### config.mk
export PLATFORM = sky130hd
export DESIGN_NAME = uart_receive
export DESIGN_NICKNAME = d
export VERILOG_FILES = /design/src/rtl/uart_receive.sv
export SDC_FILE = /design/constraint.sdc
export NUM_CORES = 1
export LEC_CHECK = 0
export ABC_AREA = 1
export BUFFER_PORTS_ARGS = -buffer_cell sky130_fd_sc_hd__buf_2
export CORE_UTILIZATION = 25
export CTS_BUF_LIST = sky130_fd_sc_hd__clkbuf_16
export CTS_CLUSTER_SIZE = 8
export DETAILED_ROUTE_END_ITERATION = 12
export PLACE_DENSITY = 0.48
export SLEW_MARGIN = 20
export SYNTH_ARGS = -nofsm -noshare
export SYNTH_HDL_FRONTEND = slang
export SYNTH_SLANG_ARGS = --single-unit
### constraint.sdc
create_clock -name ref_clk -period 4.9 [get_ports ref_clk]
set_clock_uncertainty 0.2 [all_clocks]
set_input_delay 1.47 -clock ref_clk [delete_from_list [all_inputs] [get_ports ref_clk]]
set_output_delay 1.47 -clock ref_clk [all_outputs]
set_load 0.1 [all_outputs]
### src/rtl/uart_receive.sv
// uart_receive: 12-bit frame UART receiver (start, 8 data LSB-first,
// parity, two stops) feeding a 1-entry valid/ready holding register.
module uart_receive #(
  parameter int CLKS_PER_BIT = 16
) (
  input  logic       ref_clk,
  input  logic       reset,
  input  logic       parity,
  input  logic       serial_in,
  input  logic       rx_ready,
  output logic [7:0] data_out,
  output logic       rx_valid,
  output logic       parity_err,
  output logic       frame_err,
  output logic       overrun,
  output logic       rx_busy
);

  localparam int CW = $clog2(CLKS_PER_BIT);
  localparam logic [CW-1:0] HALF_LAST =
    CW'(CLKS_PER_BIT / 2 - 1);
  localparam logic [CW-1:0] FULL_LAST =
    CW'(CLKS_PER_BIT - 1);

  typedef enum logic [2:0] {
    S_IDLE,
    S_START,
    S_DATA,
    S_PARITY,
    S_STOP1,
    S_STOP2,
    S_WAIT_HIGH
  } state_t;

  logic          r_sync1;
  logic          r_sync2;
  state_t        r_state;
  logic [CW-1:0] r_cnt;
  logic [2:0]    r_bit_idx;
  logic [7:0]    r_shift;
  logic          r_perr;
  logic          r_ferr;
  logic          r_deliver;
  logic          r_busy;

  logic [7:0]    r_data;
  logic          r_valid;
  logic          r_pe;
  logic          r_fe;
  logic          r_ovr;

  logic          w_rx_s;
  logic          w_sample;
  logic          w_cnt_clr;
  logic          w_par_exp;
  logic          w_room;
  logic          w_accept;

  assign w_rx_s = r_sync2;

  always_ff @(posedge ref_clk) begin
    if (reset) begin
      r_sync1 <= 1'b1;
      r_sync2 <= 1'b1;
    end else begin
      r_sync1 <= serial_in;
      r_sync2 <= r_sync1;
    end
  end

  // START samples at mid-bit; later states a full bit after that
  always_comb begin
    w_sample = 1'b0;
    unique case (r_state)
      S_START:  w_sample = (r_cnt == HALF_LAST);
      S_DATA,
      S_PARITY,
      S_STOP1,
      S_STOP2:  w_sample = (r_cnt == FULL_LAST);
      default:  w_sample = 1'b0;
    endcase
  end

  assign w_cnt_clr = w_sample
                  || (r_state == S_IDLE)
                  || (r_state == S_WAIT_HIGH);

  assign w_par_exp = ^r_shift ^ 1'b1 ^ parity;

  always_ff @(posedge ref_clk) begin
    if (reset) begin
      r_state   <= S_IDLE;
      r_cnt     <= '0;
      r_bit_idx <= '0;
      r_shift   <= '0;
      r_perr    <= 1'b0;
      r_ferr    <= 1'b0;
      r_deliver <= 1'b0;
      r_busy    <= 1'b0;
    end else begin
      r_deliver <= 1'b0;
      r_cnt     <= w_cnt_clr ? '0 : r_cnt + CW'(1);
      unique case (r_state)
        S_IDLE: begin
          if (!w_rx_s) begin
            r_state <= S_START;
            r_busy  <= 1'b1;
          end
        end
        S_START: begin
          if (w_sample) begin
            if (w_rx_s) begin
              r_state <= S_IDLE;
              r_busy  <= 1'b0;
            end else begin
              r_state   <= S_DATA;
              r_bit_idx <= '0;
              r_perr    <= 1'b0;
              r_ferr    <= 1'b0;
            end
          end
        end
        S_DATA: begin
          if (w_sample) begin
            r_shift   <= {w_rx_s, r_shift[7:1]};
            r_bit_idx <= r_bit_idx + 3'd1;
            if (r_bit_idx == 3'd7) begin
              r_state <= S_PARITY;
            end
          end
        end
        S_PARITY: begin
          if (w_sample) begin
            r_perr  <= (w_rx_s != w_par_exp);
            r_state <= S_STOP1;
          end
        end
        S_STOP1: begin
          if (w_sample) begin
            if (!w_rx_s) begin
              r_ferr <= 1'b1;
            end
            r_state <= S_STOP2;
          end
        end
        S_STOP2: begin
          if (w_sample) begin
            r_deliver <= 1'b1;
            r_ferr    <= r_ferr | ~w_rx_s;
            if (r_ferr || !w_rx_s) begin
              r_state <= S_WAIT_HIGH;
            end else begin
              r_state <= S_IDLE;
              r_busy  <= 1'b0;
            end
          end
        end
        S_WAIT_HIGH: begin
          if (w_rx_s) begin
            r_state <= S_IDLE;
            r_busy  <= 1'b0;
          end
        end
        default: begin
          r_state <= S_IDLE;
          r_busy  <= 1'b0;
        end
      endcase
    end
  end

  assign w_accept = r_valid && rx_ready;
  assign w_room   = !r_valid || rx_ready;

  // A frame arriving into a full register is dropped, not queued
  always_ff @(posedge ref_clk) begin
    if (reset) begin
      r_data  <= '0;
      r_valid <= 1'b0;
      r_pe    <= 1'b0;
      r_fe    <= 1'b0;
      r_ovr   <= 1'b0;
    end else if (r_deliver && w_room) begin
      r_data  <= r_shift;
      r_pe    <= r_perr;
      r_fe    <= r_ferr;
      r_valid <= 1'b1;
      r_ovr   <= 1'b0;
    end else if (r_deliver) begin
      r_ovr   <= 1'b1;
    end else if (w_accept) begin
      r_valid <= 1'b0;
      r_ovr   <= 1'b0;
    end
  end

  assign data_out   = r_data;
  assign rx_valid   = r_valid;
  assign parity_err = r_pe;
  assign frame_err  = r_fe;
  assign overrun    = r_ovr;
  assign rx_busy    = r_busy;

endmodule

=== Word level (Yosys, flattened, before mapping) ===
Cells that the tools add are included.

* Flip-flop bits (word level): 36
* Latch bits: 0
* Memory bits (writable): 0
* Memory bits (read-only): 0
* Input bits: 5
* Logic and storage cells: 106
* Memories: 0

* $add $sub $neg: 2
* $mul: 0
* Divide/modulo/power cells: 0
* Magnitude comparators: 0
* Eq/ne operators: 22
* Shift operators: 0
* Muxes and demuxes: 34
* Bitwise gates (word level): 6
* Reduce and logical (&&, ||, !) cells: 27

{| class="wikitable"
|+ Operators with widths
! kind !! count
|-
| 2-to-1 mux 3 bit || 12
|-
| inequality test 2 bit, second input constant || 11
|-
| case mux 3 bit (7 select lines) || 1
|-
| 2-to-1 mux 1 bit || 15
|-
| == test 3 bit, second input constant || 4
|-
| AND reduction 4 bit || 2
|-
| AND reduction 8 bit || 1
|-
| nonzero test 2 bit || 4
|-
| parity 8 bit || 1
|-
| == test 3 x 2 -> 1 bit, second input constant || 2
|-
| case mux 3 bit (2 select lines) || 1
|-
| AND reduction 6 bit || 1
|-
| OR reduction 2 bit || 3
|-
| case mux 1 bit (5 select lines) || 1
|-
| AND reduction 5 bit || 1
|-
| adder 4 x 1 -> 4 bit, second input constant || 1
|-
| == test 4 x 3 -> 1 bit, second input constant || 1
|-
| == test 4 bit, second input constant || 1
|-
| logical OR 1 bit || 4
|-
| NOT 1 bit || 4
|-
| case mux 1 bit (2 select lines) || 2
|-
| AND reduction 2 bit || 2
|-
| OR reduction 4 bit || 1
|-
| adder 3 x 1 -> 3 bit, second input constant || 1
|-
| other kinds (12) || 14
|}

=== Depth between registers and ports, before layout ===
* Depth after elaboration: 6
* Gate-level depth with buffers: 11
* Gate-level depth less buffers: 10

=== Least setup slack after synthesis ===
No wires, ideal clock.

* Path kind: register to output
* Start point: register r_valid, in the netlist rx_valid
* End point: output rx_valid
* Arrival time: 0.940 ns
* Required time: 3.230 ns
* Path slack: 2.290 ns
* Cell stages (with the launch flop): 1
* Cell sequence: dfxtp_1

{| class="wikitable"
|+ RTL lines
! element !! line !! RTL
|-
| start, declared || 47 || <nowiki>logic r_valid;</nowiki>
|-
| start signal, assigned || 179 || <nowiki>r_valid <= 1'b0;</nowiki>
|-
| start signal, assigned || 187 || <nowiki>r_valid <= 1'b1;</nowiki>
|-
| start signal, assigned || 192 || <nowiki>r_valid <= 1'b0;</nowiki>
|-
| end, declared || 12 || <nowiki>output logic rx_valid,</nowiki>
|}

No word-level cell between the ends.

=== Worst setup path after layout ===
* Start point: register r_valid, in the netlist rx_valid
* End point: output rx_valid

No word-level cell between the ends.

==> impl_results.md <==
- Outcome: finished clean
- Total negative slack: 0 ns
- Synthesized net count: 229
- Worst Tran Pin Value: between 0.5 and 0.6 ns
- Minimum clock period: 2.73 ns
- Hpwl dp: 2420 um
- Grt ovf: 0
- # IOs: 18
- Antenna Violating Nets Remaining: 0
- Register area: 721 um^2
- Launch point of the worst path: rx_valid
- FF-to-FF End: r_bit_idx[0]
- Yosys top cell area share: 43.5%
- Worst EP arrival: between 1 and 1.5 ns
- DR vias/cell: 4.28
- Area contributors post-synth: dfxtp_1 (44%), nor2_1 (10%), nand2_1 (7.3%)
- Max-cap viol count: 0
- Final instance area: just under 2000 um^2
- Starting Density: 25.9%
- Nets@finish: 246
- Synthesis-stage register bit count: 36
- Die X-Extent: 83.4 um
- Initial antenna violation count: 0
- Initial DRC Count: 33
- Critical path endpoint: rx_valid
- Worst-case reg-to-reg path depth: 8
- Post_cts resized: 0
- Critical Path, Cell by Cell: buf_2
- CP Class: reg -> out
- Max frequency: around 370 MHz
- CP max FO: 3
- Commonest non-fill, non-tap cell in the layout: nor2_1
- Leak pwr: 0.861 nW
- Row cnt: 29
- Fillers: 708
- Global-route wire length before repair: 5890 um
- Sequential fraction of the synthesis area: 43.5%
- Worst path top cell family by delay: buffers and inverters
- Worst Setup End Kind: primary output
- Slowest cell on crit path: buf_2
- Slew Viols, Final: 0
- CTS tree: yes
- Synth cell types: 26
- Vias: about 1400
- Total GRT Usage: 10.6%
- Clock buffer depth: 2
- CTS sink cnt: 36
- PortBufs: 17
- Avg Synthesized Cell Area: 7.49 um^2
- CTS H-tree lvls: 2
- RSZ-0062 raised after global routing: no
- Period utilisation layout: a little under three fifths
- DRC viols: 0
- Relative slew slack: 61.0%
- Vias in the first global route: ~1300
- Reg2reg start: r_state[2]
- Largest area contributor in the netlist: dfxtp_1
- Area of the multi-input gates: 817 um^2
- CP Data Required Time: 3.23 ns
- Syn Std Cell Area: 1660 um^2
- Num CTS Buffers: 5
- CP Buf/Inv Count: 1
- Worst hold-check path type: reg -> reg
- Hold Worst Slack: 0.210 ns
- Levels on crit path: 1
- Initial DRT Pass Iterations: 4
- Reg2reg setup slack: 2.95 ns
- Layout cells sized above 1: 17.6%
- YS warnings: 0
- Post-CTS Setup Bufs: 0
- Placed instance area: roughly 1800 um^2
- Worst-Skew Late Latency: 0.28 ns
- Most frequent cells in the layout: nor2_1 (45), dfxtp_1 (36), nand2_1 (32)
- Drt wl/cell: 10.7 um
- Critical Path Max Stage Delay: 0.43 ns
- Critical Path Start Type: flip-flop
- Full die area: 6950 um^2
- WL final: between 3000 and 4000 um
- Mapped Cells: roughly 220
- Die Ht: 83.4 um
- Final setup fails: 0
- Total core area: 6390 um^2
- Overall power: 839 uW
- Endpoints failing hold: 0
- # diodes: 0
- Gpl congestion: 0.777
- Worst-path clk slew: 0.06 ns
- Clk root buf: clkbuf_16
- Hold_buf cts: 0
- PwrDens: 433 nW/um^2
- IR Drop Worst-Case VDD: 0.228 mV
- Largest net degree at the start of global routing: 24
- Area growth, synth to finish: 17.2%
==> sequential cells by signal, indices dropped and copies added, names as in the netlist, 3 cells and up <==
register,flops
data_out,8
r_bit_idx,3
r_cnt,4
r_shift,8
r_state,3
==> per-stage QoR <==
stage | setup slack (ns) | util (%) | std cells
2_1_floorplan | 2.29 | - | 221
3_3_place_gp | 2.04 | 28.0 | 308
3_5_place_dp | 2.06 | 28.0 | 308
4_1_cts | 2.16 | 30.4 | 316
5_1_grt | 2.12 | 30.4 | 316
6_report | 2.17 | 30.4 | 316
==> cell families after synthesis <==
kind of cell / after synthesis / share of synthesized area (%)
DFF: 36 / 43.5
adders and majority gates: 3 / 2.27
buffers and inverters: 26 / 7.10
and+or+nand+nor: 108 / 29.6
xor gates and xnor gates: 9 / 4.76
AOI/OAI and AO/OA: 39 / 12.7
==> cell usage after synthesis <==
master    instances
dfxtp_1          36
a21oi_2           2
nor2_1           45
buf_4             1
nand3_1           6
ha_1              3
nand3b_1          1
nand2_1          32
o21ai_1           3
nand3_2           2
clkbuf_1          3
nand3_4           1
inv_1            16
o21ai_0          19
buf_2             1
xnor2_1           3
nor2_4            2
xor2_1            6
nor3_1           12
nand4_1           1
nand2_2           4
buf_6             2
a21oi_1          14
inv_2             3
o31ai_2           1
or2_2             2
==> where the power goes <==
part | total (mW) | internal [mW] | switching, mW
Combinational | 0.193 | 0.0592 | 0.134
Sequential | 0.330 | 0.310 | 0.0195
Clock | 0.317 | 0.189 | 0.128
Total | 0.839 | 0.558 | 0.281
==> worst min-delay path by stage <==
stage,startpoint,endpoint,slack (ns),depth (start not counted)
after floorplan,r_sync1,r_sync2,0.19,1
after global placement,r_sync1,r_sync2,0.21,1
after detailed placement,r_sync1,r_sync2,0.21,1
after CTS,r_sync1,r_sync2,0.21,1
after global routing,r_sync1,r_sync2,0.23,1
final,r_sync1,r_sync2,0.21,1
==> metal layers <==
layer / track usage [%] / wire [um]
met1: 13.6 / 1750
met3: 3.18 / 128
met2: 16.1 / 1430
met5: 0 / 0
met4: 5.64 / 68
==> cell type report <==
class	instances	area share (%)
Clock buffer	5	6.45
Tap cell	77	4.97
Clock inverter	3	1.23
Multi-Input combinational cell	159	42.1
Inverter	19	3.68
Sequential cell	36	37.2
Timing Repair Buffer	17	4.39
No activity file was read; power rests on OpenSTA's default activity.
